$ cat config.mk
export PLATFORM = sky130hd
export DESIGN_NAME = icache_victim_sel
export DESIGN_NICKNAME = d
export VERILOG_FILES = /design/src/rtl/icache_victim_sel.sv
export SDC_FILE = /design/constraint.sdc
export NUM_CORES = 1
export LEC_CHECK = 0
export ABC_AREA = 1
export CORE_UTILIZATION = 40
export CTS_CLUSTER_SIZE = 16
export DETAILED_ROUTE_END_ITERATION = 10
export PLACE_DENSITY = 0.58
export RECOVER_POWER = 25
export REMOVE_ABC_BUFFERS = 1
export SLEW_MARGIN = 10
export SYNTH_ARGS = -nofsm -noshare
export SYNTH_HDL_FRONTEND = slang
export SYNTH_SLANG_ARGS = --single-unit
$ cat constraint.sdc
create_clock -name clk_i -period 2.8 [get_ports clk_i]
set_clock_uncertainty 0.05 [all_clocks]
set_input_delay 0.56 -clock clk_i [delete_from_list [all_inputs] [get_ports clk_i]]
set_output_delay 0.56 -clock clk_i [all_outputs]
set_load 0.01 [all_outputs]
$ cat src/rtl/icache_victim_sel.sv
// Icache way allocator for line fills: the lowest invalid way wins, otherwise a victim is
// chosen from per-set tree-PLRU or round-robin state, with a 1-cycle registered result.
module icache_victim_sel #(
   parameter int N_WAY  = 4,
   parameter int N_SETS = 64,
   parameter int MODE   = 0
) (
   input  logic                       clk_i,
   input  logic                       rst_i,
   input  logic                       flush_i,
   input  logic                       req_valid_i,
   output logic                       req_ready_o,
   input  logic [$clog2(N_SETS)-1:0]  req_set_i,
   input  logic [N_WAY-1:0]           req_ways_vld_i,
   output logic                       vic_valid_o,
   input  logic                       vic_ready_i,
   output logic [$clog2(N_WAY)-1:0]   vic_way_o,
   output logic [N_WAY-1:0]           vic_onehot_o,
   output logic                       vic_was_inv_o,
   input  logic                       hit_valid_i,
   input  logic [$clog2(N_SETS)-1:0]  hit_set_i,
   input  logic [$clog2(N_WAY)-1:0]   hit_way_i,
   input  logic                       fill_valid_i,
   input  logic [$clog2(N_SETS)-1:0]  fill_set_i,
   input  logic [$clog2(N_WAY)-1:0]   fill_way_i
);

   localparam int WAY_W = $clog2(N_WAY);
   localparam int SW    = (MODE == 0) ? (N_WAY - 1) : WAY_W;

   typedef logic [SW-1:0] st_t;

   st_t                state_q [N_SETS];
   logic               vic_valid_q;
   logic [WAY_W-1:0]   vic_way_q,    vic_way_d;
   logic [N_WAY-1:0]   vic_onehot_q, vic_onehot_d;
   logic               vic_was_inv_q, vic_was_inv_d;
   logic               hit_eff;
   logic               req_fire;
   st_t                fwd_st;
   logic [N_WAY-1:0]   inv_ways;
   logic [WAY_W-1:0]   inv_way;

   // PLRU node n lives in bit n-1; a touch points every node on the way's path away from it.
   function automatic st_t touch(input st_t s, input logic [WAY_W-1:0] w, input logic is_fill);
      st_t r;
      int  n;
      int  p;
      r = s;
      if (MODE == 0) begin
         n = N_WAY + int'(w);
         for (int l = 0; l < WAY_W; l++) begin
            p        = n / 2;
            r[p-1]   = (n % 2 == 0);
            n        = p;
         end
      end else if (is_fill) begin
         r[WAY_W-1:0] = w + WAY_W'(1);
      end
      return r;
   endfunction

   function automatic logic [WAY_W-1:0] pick(input st_t s);
      int n;
      logic [WAY_W-1:0] w;
      if (MODE == 0) begin
         n = 1;
         for (int l = 0; l < WAY_W; l++) begin
            n = 2 * n + int'(s[n-1]);
         end
         w = WAY_W'(n - N_WAY);
      end else begin
         w = s[WAY_W-1:0];
      end
      return w;
   endfunction

   assign req_ready_o = !rst_i && !flush_i && (!vic_valid_q || vic_ready_i);
   assign req_fire    = req_valid_i && req_ready_o;
   assign hit_eff     = hit_valid_i && !(fill_valid_i && (fill_set_i == hit_set_i));

   // Write-first view of the requested set so same-cycle touches steer the choice.
   always_comb begin
      fwd_st = state_q[req_set_i];
      if (hit_eff && (hit_set_i == req_set_i)) begin
         fwd_st = touch(fwd_st, hit_way_i, 1'b0);
      end
      if (fill_valid_i && (fill_set_i == req_set_i)) begin
         fwd_st = touch(fwd_st, fill_way_i, 1'b1);
      end
   end

   always_comb begin
      inv_ways = ~req_ways_vld_i;
      inv_way  = '0;
      for (int i = N_WAY - 1; i >= 0; i--) begin
         if (inv_ways[i]) begin
            inv_way = WAY_W'(i);
         end
      end
      if (inv_ways != '0) begin
         vic_way_d     = inv_way;
         vic_was_inv_d = 1'b1;
      end else begin
         vic_way_d     = pick(fwd_st);
         vic_was_inv_d = 1'b0;
      end
      vic_onehot_d = N_WAY'(1) << vic_way_d;
   end

   always_ff @(posedge clk_i) begin
      if (rst_i || flush_i) begin
         for (int s = 0; s < N_SETS; s++) begin
            state_q[s] <= '0;
         end
      end else begin
         if (fill_valid_i) begin
            state_q[fill_set_i] <= touch(state_q[fill_set_i], fill_way_i, 1'b1);
         end
         if (hit_eff) begin
            state_q[hit_set_i] <= touch(state_q[hit_set_i], hit_way_i, 1'b0);
         end
      end
   end

   always_ff @(posedge clk_i) begin
      if (rst_i) begin
         vic_valid_q   <= 1'b0;
         vic_way_q     <= '0;
         vic_onehot_q  <= '0;
         vic_was_inv_q <= 1'b0;
      end else if (flush_i) begin
         vic_valid_q   <= 1'b0;
      end else if (req_fire) begin
         vic_valid_q   <= 1'b1;
         vic_way_q     <= vic_way_d;
         vic_onehot_q  <= vic_onehot_d;
         vic_was_inv_q <= vic_was_inv_d;
      end else if (vic_ready_i) begin
         vic_valid_q   <= 1'b0;
      end
   end

   assign vic_valid_o   = vic_valid_q;
   assign vic_way_o     = vic_way_q;
   assign vic_onehot_o  = vic_onehot_q;
   assign vic_was_inv_o = vic_was_inv_q;

endmodule

==> metrics.yaml, run 1 <==
dieArea_sq_um: 34900
routed_via_density: 5.91
num_vias: 15400
synth_top_area_share: 0.422
regArea_sq_um: 5930
overflow: 0
yosys.area.top_type: "edfxtp_1"
routed_wirelength_mm: 62.7
synth_area_sq_um: 13700
pwr-share-clk: 0.330
synthFlopType: "edfxtp_1"
dp_slack_ns: -0.846
max-cap-violations: 0
num_rows: 67
gp_congestion: 1.01
grt_pass1_wl_mm: 92.1
crit_type: "in -> reg"
antenna_found_initial: 0
tritoncts: "done"
yosysUniqueCellTypes: 43
synth.avg_cell_area_sq_um: 7.27
fin_crit_sh: 1.00
hold_class: "reg -> reg"
pwr-share-seq: 0.468
sw_frac_of_total: 0.298
synth_cells: 1879
power_leakage_nw: 7.07
ir_drop_uv: 466
power.density_nw_per_um2: 423
synth_top_cells_by_count: "nand2_1 (541), nand3_1 (238), inv_1 (234), edfxtp_1 (192), nor2_1 (171)"
p_int_mw: 5.27
place_hpwl_mm: 43.8
boundaryPins: 42
synthMuxAreaShare: 0
final_antenna_net_count: 0
dp.cells: 2559
die_x_um: 187
slew_headroom: 0.347
synth_top_family_by_area: "simple AND/OR/NAND/NOR gates"
port_buffers: 41
areaGrowthSynthToFinish_pct: 29.8
ctsHtreeMaxLevel: 4
violations: "setup timing"
synth_edf_count: 192
grt_pass1_vias: 14600
diodes: 0
core_area_sq_um: 33500
clk_latency_ns: 0.47
layout-drive-gt1-share: 0.184
clk_pin_slew_ns: 0.07
worst_slack_ns: -0.00221
fmax_mhz: 357
async_reset_ff_frac: 0
cts_buffers: 17
initial_core_util: 0.407
worst-path-max-fanout: 9
critPathArrivalTime_ns: 2.96
start_kind: "input pin"
drtIter0Drc: 1878
ys_ff_latch: 200
switchingPower_mw: 2.23
grt_start_max_net_pins: 65
p_comb_frac: 0.201
final_nets: 2178
worst_pin_slew_ns: 0.979
die_height_um: 187
yosysMostFrequentCell: "nand2_1"
drt-pass1-iter-count: 6
synth_fa_ha_area_frac: 0
ys.warnings.count: 0
cts_buffer_depth: 2
synth-seq-area-share: 0.434
yosys.area_share.simple: 0.314
synth_area_leaders: "edfxtp_1 (42%), nand2_1 (15%), nand3_1 (8.7%)"
drc: 0
grt_usage: 0.359
synth_xor_area_frac: 0.00321
worstPathRequired_ns: 2.95
final_cell_count_no_fill: 2606
cp-end-kind: "flop"
nFillCells: 3215
cts_num_sinks: 200
period_needed_ns: 2.80
finalHoldViolations: 0
wire_per_inst_um: 24.1
status: "finished, violations left"
multi_input_area_sq_um: 6360
setup_viol_count_final: 1
root_buffer: "clkbuf_16"
final_core_util: 0.529
synth-compound-area-share: 0.139
final_max_slew_viol_count: 0
## metrics by stage
step | power [mW] | hold slack (ns) | cell area (sq um) | TNS, ns
6_report | 7.50 | 0.411 | 17700 | -0.00221
5_1_grt | 7.70 | 0.451 | 17700 | -0.000155
4_1_cts | 7.45 | 0.417 | 17700 | 0
3_5_place_dp | 4.91 | 0.405 | 16800 | -197.03
3_3_place_gp | 4.91 | 0.402 | 16800 | -193.50
2_1_floorplan | 4.07 | 0.434 | 13100 | -527.90
## kinds of logic (layout without fill, tap and decap cells)
logic type	count (synthesis)	in the layout
and+or+nand+nor	1011	1011
xor gates and xnor gates	5	5
buffers and inverters	368	647
DFF	200	200
AOI/OAI and AO/OA	295	295
## final timing paths
path	from	end	slack, ns	depth (start not counted)
worst max-delay path	hit_set_i[0]	state_q[59][1]	-0.002	16
worst max register to register	state_q[48][1]	state_q[59][1]	0.28	14
worst min register to register	vic_onehot_o[3]	vic_onehot_o[3]	0.41	2
worst min-delay path	vic_onehot_o[3]	vic_onehot_o[3]	0.41	2
## layer usage
| layer | wire [um] | track usage |
|---|---|---|
| met5 | 0 | 0 |
| met4 | 3460 | 0.187 |
| met3 | 6320 | 0.0562 |
| met2 | 27800 | 0.558 |
| met1 | 25100 | 0.481 |
## area by class of cell
class                           instances  share of cell area
Clock buffer                           20              0.0246
Multi-Input combinational cell       1311               0.359
Tap cell                              448              0.0316
Sequential cell                       200               0.334
Timing Repair Buffer                  354               0.186
Clock inverter                         12             0.00699
Inverter                              261              0.0573
## critical path, stage by stage
cell and delay (ns):
clkdlybuf4s15_2 0.20, buf_12 0.14, buf_4 0.15, nand3_4 0.10, inv_4 0.11, buf_4 0.18
a22oi_1 0.19, nand4_1 0.14, nand2_1 0.15, nand4_1 0.22, a21oi_4 0.18, buf_4 0.13
buf_12 0.16, buf_12 0.12, buf_16 0.13, o22ai_1 0.08
## sequential cells by signal, summed over array words and instances, names as in the netlist
signal,cells
state_q,192
vic_onehot_o,4
vic_valid_o,1
vic_was_inv_o,1
vic_way_o,2
## timing repair
action | in CTS | in global routing
endpoints found under the hold margin | 0 | 0
resized for setup | 39 | 32
gates cloned | 5 | 1
setup endpoints to repair | 134 | 152
hold buffers | 0 | 0
buffers inserted | 8 | 1
pin swaps | 8 | 10
## cells in the final DEF (no fill, tap or decap), types with 4 or more instances in the layout
cell type        count
a221oi_2             4
inv_6                4
clkbuf_2             7
inv_4                9
nand3_2              9
clkbuf_16           18
a221oi_1            16
nor2_1             171
buf_4              218
clkdlybuf4s50_1     23
dfxtp_1              8
o21ai_1              6
a21oi_1             28
o2111ai_1            4
inv_1              231
nand4_1             16
o21ai_0             28
clkinv_1            11
o211ai_1             4
nand2_1            541
buf_16               7
inv_2               10
edfxtp_1           192
dlygate4sd3_1        8
buf_6                5
o22ai_1            166
nand3_1            237
buf_12              36
clkbuf_1            13
a22oi_1             18
nor3_1              20
clkbuf_4            31
buf_2                5
nand3_4              6
## power by group through the flow
stage | Combinational, mW | Sequential (mW) | Clock (mW)
detailed placement | 1.34 | 3.57 | 0
global placement | 1.34 | 3.57 | 0
CTS | 1.45 | 3.51 | 2.49
global route | 1.58 | 3.52 | 2.60
finish | 1.51 | 3.51 | 2.48
floorplan | 0.550 | 3.52 | 0
Power figures use the tool's default switching activity.
==> inputs of run 2 (changes only) <==
--- a/config.mk
+++ b/config.mk
@@ -6,7 +6,9 @@
 export NUM_CORES = 1
 export LEC_CHECK = 0
 export ABC_AREA = 1
+export CORE_ASPECT_RATIO = 1.5
 export CORE_UTILIZATION = 40
+export CTS_BUF_LIST = sky130_fd_sc_hd__clkbuf_16
 export CTS_CLUSTER_SIZE = 16
 export DETAILED_ROUTE_END_ITERATION = 10
 export PLACE_DENSITY = 0.58
==> metrics.yaml, run 2 (same netlist as run 1, synthesis figures left out) <==
worst_pin_slew_ns: 0.986
die_x_um: 153
initial_core_util: 0.407
final_antenna_net_count: 0
final_cell_count_no_fill: 2546
layout-drive-gt1-share: 0.175
regArea_sq_um: 5930
cts_buffer_depth: 2
start_kind: "input pin"
hold_buffers: 0
fmax_mhz: 365
regMostFlops: "state_q"
port_buffers: 41
slew_headroom: 0.342
root_buffer: "clkbuf_16"
largest_reg_flops: 192
tritoncts: "done"
holdWs_ns: 0.411
wire_per_inst_um: 25.6
final_core_util: 0.524
drtIter0Drc: 1873
antenna_found_initial: 0
num_rows: 82
cp-end-kind: "flop"
routed_via_density: 6.08
crit_type: "in -> reg"
grt_start_max_net_pins: 65
mostFrequentLayoutCell: "nand2_1"
routed_wirelength_mm: 65.1
hold_class: "reg -> reg"
multi_input_area_sq_um: 6400
critPathArrivalTime_ns: 2.91
grt_pass1_vias: 14800
dieArea_sq_um: 34900
status: "finished, final reports clean"
power.density_nw_per_um2: 428
cts_num_sinks: 200
overflow: 0
clk_pin_slew_ns: 0.07
num_vias: 15500
dp.cells: 2484
ctsHtreeMaxLevel: 4
power_leakage_nw: 7.03
grt_usage: 0.365
ir_drop_uv: 312
final_max_slew_viol_count: 0
gp_congestion: 1.02
cts_buffers: 17
drt-pass1-iter-count: 6
worstPathRequired_ns: 2.97
core_area_sq_um: 33500
die_height_um: 228
layout_common_cells: "nand2_1 (538), nand3_1 (238), inv_1 (235)"
setup_viol_count_final: 0
period_needed_ns: 2.74
fin_crit_sh: 0.978
worst-path-max-fanout: 8
finalHoldViolations: 0
diodes: 0
boundaryPins: 42
areaGrowthSynthToFinish_pct: 28.7
drc: 0
final_nets: 2146
max-cap-violations: 0
nFillCells: 3236
grt_pass1_wl_mm: 93.0
place_hpwl_mm: 44.9
clk_latency_ns: 0.47
-- run 2: cell types whose count changed in the layout (fill, tap and decap cells not counted), moves of 3 or more --
| cell | change |
|---|---|
| buf_4 | -20 |
| clkbuf_4 | -20 |
| buf_6 | +7 |
| clkbuf_1 | -7 |
| clkbuf_16 | +4 |
| clkinv_1 | -4 |
| inv_1 | +4 |
| inv_2 | +3 |
| nand2_1 | -3 |
-- run 2: final timing paths --
path                                 startpoint               to  slack, ns  cells after the start
worst max-delay path               hit_set_i[2]   state_q[33][1]       0.06                     16
worst min-delay path            vic_onehot_o[3]  vic_onehot_o[3]       0.41                      2
worst max register to register   state_q[16][2]   state_q[24][2]       0.26                     12
worst min register to register  vic_onehot_o[3]  vic_onehot_o[3]       0.41                      2
-- run 2: stage by stage --
stage	instance area [sq um]	setup WS, ns	total power, mW	setup TNS [ns]
global route	17600	-0.0210	7.71	-0.0983
CTS	17200	0.00315	7.40	0
floorplan	13100	-1.50	4.07	-527.90
finish	17600	0.0611	7.53	0
global placement	16400	-0.848	4.89	-200.97
detailed placement	16400	-0.876	4.90	-204.89
-- run 2: power breakdown --
| group | total [mW] | leakage [nW] | internal (mW) | switching, mW |
|---|---|---|---|---|
| combinational | 1.55 | 4.56 | 0.568 | 0.982 |
| clock | 2.46 | 0.280 | 1.23 | 1.23 |
| sequential | 3.52 | 2.19 | 3.40 | 0.117 |
| total | 7.53 | 7.03 | 5.20 | 2.32 |
-- run 2: timing repair --
item                                    CTS  global route
gates cloned                              4             8
gates resized for setup                  31            43
setup buffers                             9            10
pin swaps                                10            21
endpoints found under the setup margin  138           128
-- run 2: critical path, stage by stage --
cell and delay, ns:
dlygate4sd2_1 0.25, buf_6 0.14, buf_6 0.13, nand3_4 0.08
buf_4 0.13, inv_4 0.07, a22oi_1 0.17, nand4_1 0.18
nand2_1 0.12, nand2_1 0.06, nor2_1 0.17, nand4_1 0.17
a21oi_4 0.20, buf_12 0.20, clkbuf_16 0.19, o22ai_1 0.07
-- run 2: cell type report --
class,instances,area share
clock buffer,17,0.0242
inverter,261,0.0571
tap,420,0.0299
clock inverter,15,0.00740
multi-input combinational,1312,0.364
timing repair buffer,321,0.180
sequential,200,0.337
-- run 2: metal layers --
layer | vias up | track usage | share of wire
met1 | 7337 | 0.429 | 0.37
met4 | 0 | 0.223 | 0.073
met5 | - | 0 | 0
met3 | 264 | 0.0565 | 0.085
li1 | 6877 | - | -
met2 | 1001 | 0.627 | 0.48
